--- config.mk ---
export PLATFORM = sky130hd
export DESIGN_NAME = demux_route9
export DESIGN_NICKNAME = d
export VERILOG_FILES = /design/src/rtl/demux_route9_pkg.sv /design/src/rtl/sel_dec_4to9.sv /design/src/rtl/demux_route9.sv
export SDC_FILE = /design/constraint.sdc
export NUM_CORES = 1
export LEC_CHECK = 0
export CAP_MARGIN = 10
export CORE_AREA = 5 5 88 110
export CTS_CLUSTER_DIAMETER = 120
export DETAILED_ROUTE_END_ITERATION = 16
export DIE_AREA = 0 0 93 115
export DONT_BUFFER_PORTS = 1
export PLACE_DENSITY = 0.79
export REMOVE_ABC_BUFFERS = 1
export SLEW_MARGIN = 20
export SYNTH_ARGS = -nofsm -noshare
export SYNTH_HDL_FRONTEND = slang
export SYNTH_SLANG_ARGS = --single-unit
--- constraint.sdc ---
create_clock -name clk -period 6.5 [get_ports clk]
set_input_delay 1.3 -clock clk [delete_from_list [all_inputs] [get_ports clk]]
set_output_delay 1.3 -clock clk [all_outputs]
set_load 0.03 [all_outputs]
--- src/rtl/demux_route9_pkg.sv ---
// Shared constants, state encoding and select-legality helper for the 1-to-9 router.
package demux_route9_pkg;

  localparam int NUM_DEST = 9;
  localparam int SEL_W    = 4;

  localparam logic [1:0] ST_EMPTY = 2'd0;
  localparam logic [1:0] ST_ONE   = 2'd1;
  localparam logic [1:0] ST_TWO   = 2'd2;

  typedef enum logic [1:0] {
    EMPTY = 2'd0,
    ONE   = 2'd1,
    TWO   = 2'd2
  } state_e;

  typedef logic [NUM_DEST-1:0] onehot_t;

  function automatic logic sel_legal(input logic [SEL_W-1:0] sel);
    return sel < SEL_W'(NUM_DEST);
  endfunction

endpackage

--- src/rtl/sel_dec_4to9.sv ---
// Combinational destination decoder: 4-bit code to 9-bit one-hot, all-zero for codes 9..15.
module sel_dec_4to9
  import demux_route9_pkg::*;
(
  input  logic [SEL_W-1:0] sel,
  output onehot_t          onehot,
  output logic             legal
);

  always_comb begin
    legal  = sel_legal(sel);
    onehot = '0;
    for (int k = 0; k < NUM_DEST; k++) begin
      onehot[k] = legal && (sel == SEL_W'(k));
    end
  end

endmodule

--- src/rtl/demux_route9.sv ---
// Registered 1-to-9 router with a 2-entry in-order buffer (output reg + skid reg)
// and a saturating counter for words dropped on illegal destination codes.
//
//   state | meaning
//   ------+--------------------------------------------------
//   EMPTY | nothing held, out_valid = 0
//   ONE   | output reg holds the head word
//   TWO   | output reg and skid reg both full, in_ready = 0
module demux_route9
  import demux_route9_pkg::*;
#(
  parameter int WIDTH = 32,
  parameter int CNT_W = 8
) (
  input  logic                clk,
  input  logic                reset,
  input  logic                in_valid,
  output logic                in_ready,
  input  logic [WIDTH-1:0]    in_data,
  input  logic [SEL_W-1:0]    in_sel,
  output logic [NUM_DEST-1:0] out_valid,
  input  logic [NUM_DEST-1:0] out_ready,
  output logic [WIDTH-1:0]    out_data,
  output logic [CNT_W-1:0]    err_cnt,
  output logic                err_flag
);

  logic [1:0]       state;
  onehot_t          out_oh;
  onehot_t          skid_oh;
  onehot_t          dec_oh;
  logic [WIDTH-1:0] out_dat;
  logic [WIDTH-1:0] skid_dat;
  logic             dec_legal;
  logic             accept;
  logic             push;
  logic             drop;
  logic             complete;
  logic [CNT_W-1:0] err_q;
  logic             flag_q;

  sel_dec_4to9 u_sel_dec (
    .sel    (in_sel),
    .onehot (dec_oh),
    .legal  (dec_legal)
  );

  // Gating with reset keeps the producer stalled while the buffer is being cleared.
  assign in_ready = ~reset & (state != ST_TWO);
  assign accept   = in_valid & in_ready;
  assign push     = accept & dec_legal;
  assign drop     = accept & ~dec_legal;
  assign complete = |(out_oh & out_ready);

  always_ff @(posedge clk or posedge reset) begin
    if (reset) begin
      state    <= ST_EMPTY;
      out_oh   <= '0;
      out_dat  <= '0;
      skid_oh  <= '0;
      skid_dat <= '0;
    end else begin
      case (state)
        ST_EMPTY: begin
          if (push) begin
            state   <= ST_ONE;
            out_oh  <= dec_oh;
            out_dat <= in_data;
          end
        end
        ST_ONE: begin
          if (complete && push) begin
            out_oh  <= dec_oh;
            out_dat <= in_data;
          end else if (complete) begin
            state  <= ST_EMPTY;
            out_oh <= '0;
          end else if (push) begin
            state    <= ST_TWO;
            skid_oh  <= dec_oh;
            skid_dat <= in_data;
          end
        end
        ST_TWO: begin
          if (complete) begin
            state   <= ST_ONE;
            out_oh  <= skid_oh;
            out_dat <= skid_dat;
          end
        end
        default: begin
          state  <= ST_EMPTY;
          out_oh <= '0;
        end
      endcase
    end
  end

  always_ff @(posedge clk or posedge reset) begin
    if (reset) begin
      err_q  <= '0;
      flag_q <= 1'b0;
    end else if (drop) begin
      flag_q <= 1'b1;
      if (err_q != '1) begin
        err_q <= err_q + CNT_W'(1);
      end
    end
  end

  assign out_valid = out_oh;
  assign out_data  = out_dat;
  assign err_cnt   = err_q;
  assign err_flag  = flag_q;

endmodule

## Word-level counts from Yosys, hierarchy flattened

Index checks and enable logic that the tools add are counted.

- Register bits: 93
- Latch bits: 0
- Bits in writable memories: 0
- ROM bits: 0
- Input bits: 48
- Memories kept: 0

- Add/sub/neg operators: 1
- Multipliers: 0
- Div/mod/pow operators: 0
- $lt $le $gt $ge: 1
- Equal/unequal tests: 18
- Shift-type cells: 0
- Muxes and demuxes: 15
- Bitwise gates (word level): 9
- Reductions and logical operators: 19

Operators with widths:

| operator | count |
|---|---|
| $mux W32 | 3 |
| $pmux W32 S3 | 1 |
| $mux W9 | 4 |
| $pmux W9 S3 | 1 |
| $eq A4 B3 Y1 const B | 4 |
| $reduce_and A4 Y1 | 3 |
| $logic_and A1 B1 Y1 | 10 |
| $mux W2 | 5 |
| $ne A2 B2 Y1 const B | 5 |
| $and A9 B9 Y9 | 1 |
| $reduce_or A9 Y1 | 1 |
| $add A8 B1 Y8 const B | 1 |
| $eq A4 B2 Y1 const B | 2 |
| $ne A8 B8 Y1 const B | 1 |
| $ne A3 B3 Y1 const B | 2 |
| $pmux W2 S3 | 1 |
| $and A1 B1 Y1 | 4 |
| $eq A4 B1 Y1 const B | 1 |
| $eq A4 B4 Y1 const B | 1 |
| $logic_not A4 Y1 | 1 |
| $lt A4 B4 Y1 const B | 1 |
| $not A1 Y1 | 4 |
| $reduce_and A3 Y1 | 1 |
| $reduce_bool A3 Y1 | 1 |
| other kinds (4) | 4 |

## Logic depth before layout (Yosys ltp)

- Depth in word-level cells: 8
- Mapped depth: 8

## Hierarchy

A second synthesis with hierarchy kept.

- Cells, all modules: 346
- Area, all modules: 4,614.4 sq um

Modules (own cells, without submodules):

| module | times used | cells each | area each (sq um) | sequential area each (sq um) |
|---|---|---|---|---|
| demux_route9 | 1 | 332 | 4,408.0 | 2,327.2 |
| sel_dec_4to9 | 1 | 14 | 206.4 | 0.0 |

## Worst setup path before layout

No wires, ideal clock.

- Path type: input to output
- Start: in reset
- End: out in_ready
- Arrival time: 1.713 ns
- Data required time: 5.200 ns
- Path slack: 3.487 ns
- Cell stages on the path: 1
- Path buffers: 0
- Path through: nor2_1

- Cells in the longest elaborated chain, start to end: 2

Ends and longest elaborated chain:

| element | RTL line | source |
|---|---|---|
| from (decl) | demux_route9.sv:16 | `input logic reset,` |
| $not A1 Y1 | demux_route9.sv:49 | `assign in_ready = ~reset & (state != ST_TWO);` |
| $and A1 B1 Y1 | demux_route9.sv:49 |  |
| to (decl) | demux_route9.sv:18 | `output logic in_ready,` |

Every way passes these cells.

## Final worst setup path

- Start: reg state[1]
- End: out in_ready

- Cells in the longest elaborated chain, start to end: 2

Ends and longest elaborated chain:

| element | RTL line | source |
|---|---|---|
| from (decl) | demux_route9.sv:28 | `logic [1:0] state;` |
| from (signal assigned) | demux_route9.sv:57 | `state <= ST_EMPTY;` |
| from (signal assigned) | demux_route9.sv:66 | `state <= ST_ONE;` |
| from (signal assigned) | demux_route9.sv:76 | `state <= ST_EMPTY;` |
| $ne A2 B2 Y1 | demux_route9.sv:49 |  |
| $and A1 B1 Y1 | demux_route9.sv:49 |  |

Every way passes these cells.

==> flow_summary.toml <==
[timing]
drv_slew = 0
final.period_utilization_pct = 51.85
setup_viol = 0
slew_headroom_pct = 33.68
rsz0062_at_grt = "no"
hold_viol = 0
worst_pin_slew_ns = 0.9927
layout_min_cycle_time_ns = 3.370
fin_ws_ns = 3.130
setup_tns_ns = 0
whs_ns = 0.4850
clock_skew_ns = 0.006644
fmax_mhz = 296.7

[synthesis]
ys_warn_count = 0
synth_top_flop_cell = "dfrtp_1"
postSynthAreaPerCell_um2 = 11.06
yosys.area.top_type = "dfrtp_1"
synthTopCellsByCount = "nand2_1, dfrtp_1, mux2_2"
yosysTopAreaCellShare_pct = 51.55
synthDistinctLibCells = 46
synthArstFlopShare_pct = 100.0
netlist_top_cells_area = "dfrtp_1, nand2_1, mux2_4, mux2_2, nand3_1"
syn_inst = 408
synth.cell_area_um2 = 4514
ys_ff_latch = 93
yosys.cell_count.top_type = "nand2_1"
synth_edf_count = 0
ys_seq_area_share_pct = 51.55

[final_layout]
multi_input_area_um2 = 2006
diodes = 0
area_growth_pct = 5.682
ff_latch_area_um2 = 2327
instances_no_fill = 504
n_fill_cell = 714
layout.nets = 449
drive_above_1_share_pct = 23.02

[power_and_ir_drop]
leakagePower_uw = 0.002276
vdd_drop_max_uv = 295.2
power.density_nw_per_um2 = 481.3

[setup_path]
crit_fanout = 37
crit_path_end_kind = "output port"
critPathMaxStageDelay_ns = 0.86
start_kind = "flip-flop"
cp.required_ns = 5.20
criticalPathCategory = "flip-flop to output port"
r2r_start = "out_valid[2]"
startpoint = "state[1]"
rr_worst_depth = 6
critPathArrivalTime_ns = 2.07
r2r_setup_slack_ns = 3.67
cpMaxStageDelayCell = "nor2b_4"
crit_chain = "nor2b_4 > nor2_1"

[clocking]
cts_hold_buf = 0
cts.sinks = 93
cts_tree = "built"
numCtsBuffers = 9
clk_latency_ns = 0.35
cts-root-buf = "clkbuf_8"
cts_setup_buffers = 0
clockBufferDepth = 2
clkSlewWorstSetupHoldPaths_ns = 0.08
htreeDepth = 3
cts_resized = 0

[placement]
io_buffers = 0
place_ws_ns = 2.993
dp.cells = 489
dpl.hpwl_um = 6360
gp_congestion = 0.8471

[routing]
drt_iter0_markers = 107
firstDrtPassIters = 4
wl_met1_um = 3701
wl_met2_um = 4783
vias = 2900
vias_per_cell = 5.754
wl_met3_um = 490
wire_per_inst_um = 18.20
dr.max_layer_used = "met4"
routed_wl_um = 9172
postRouteAntennaNets = 0
drcViolationCount = 0

[global_route]
grt_pass1_wl_um = 15640
grt.total_usage_pct = 18.43
grt_pass1_vias = 3184
grt_max_degree = 52
antenna_found_initial = 0
grt-ovfl-total = 0

[floorplan]
initial_core_util_pct = 52.75
core_area_um2 = 8558
placementRows = 38
die_width_um = 93
die_h_um = 115
io_pins = 99
dieArea_um2 = 10700

[status]
outcome = "finished, final reports clean"

[run]
max_cap_viol_count = 0

[hold_path]
hold_path_depth = 2
min-delay-start = "skid_oh[4]"
hold_path_class = "flip-flop to flip-flop"
routing by layer:
metal	track usage, %	up-vias
li1	-	1355
met1	21.45	1456
met2	32.58	77
met3	3.796	12
met4	8.504	0
met5	0	-
final timing paths:
kind / to
max: in_ready
max reg2reg: out_data[16]
min in group asynchronous: out_valid[7]
max in group asynchronous: out_data[18]
min: skid_oh[4]
min reg2reg: skid_oh[4]
cells by family after synthesis:
kind of cell / share of synthesized area [%]
XOR/XNOR: 1.552
AND/OR/NAND/NOR: 16.69
flip-flops: 51.55
AO/OA/AOI/OAI: 5.682
buffers and inverters: 4.379
adder cells (fa/ha/maj): 0.2771
multiplexers: 19.87
state kept, by name, indices dropped and copies added (netlist names):
register,cells
err_cnt,8
out_valid,9
err_flag,1
skid_dat,32
skid_oh,9
state,2
out_data,32
power by group:
part	switching (uW)	leakage [uW]	internal (uW)	total (uW)
Sequential	427	0.00117	810	1240
Clock	192	0.000125	274	466
Combinational	262	0.000986	332	594
Total	881	0.00228	1420	2300
layout make-up:
type | count | area share, %
flip-flops and latches | 93 | 48.78
multi-input cells | 288 | 42.04
clock buffers | 11 | 3.173
well taps | 100 | 2.623
clock inverters | 4 | 1.993
repair buffers | 4 | 1.049
inverters | 4 | 0.3409
stage by stage:
stage          power (uW)  instance area (um2)  utilization [%]
3_5_place_dp         1849                 4524            52.87
6_report             2296                 4771            55.75
4_1_cts              2322                 4771            55.75
2_1_floorplan        1676                 4332                -
5_1_grt              2433                 4771            55.75
3_3_place_gp         1799                 4497            52.54
worst max-delay path: cells and delay by family, from the launching register on:
| family | cells | cell delay (ns) |
|---|---|---|
| DFF | 1 | 0.49 |
| and+or+nand+nor | 2 | 1.22 |
cells in the final DEF (no fill, tap or decap), types with 2 or more instances in the layout:
cell type,instances
a22oi_1,3
buf_4,3
bufinv_16,3
clkbuf_8,11
clkinv_2,2
dfrtp_1,93
inv_1,3
mux2_2,33
mux2_4,31
mux2i_1,6
nand2_1,125
nand2b_1,8
nand3_1,13
nand4_1,5
nor2_1,5
nor2b_1,4
nor3_1,4
o211ai_1,8
o21ai_0,11
xnor2_1,4
xor2_1,4
Power figures use the tool's default switching activity.
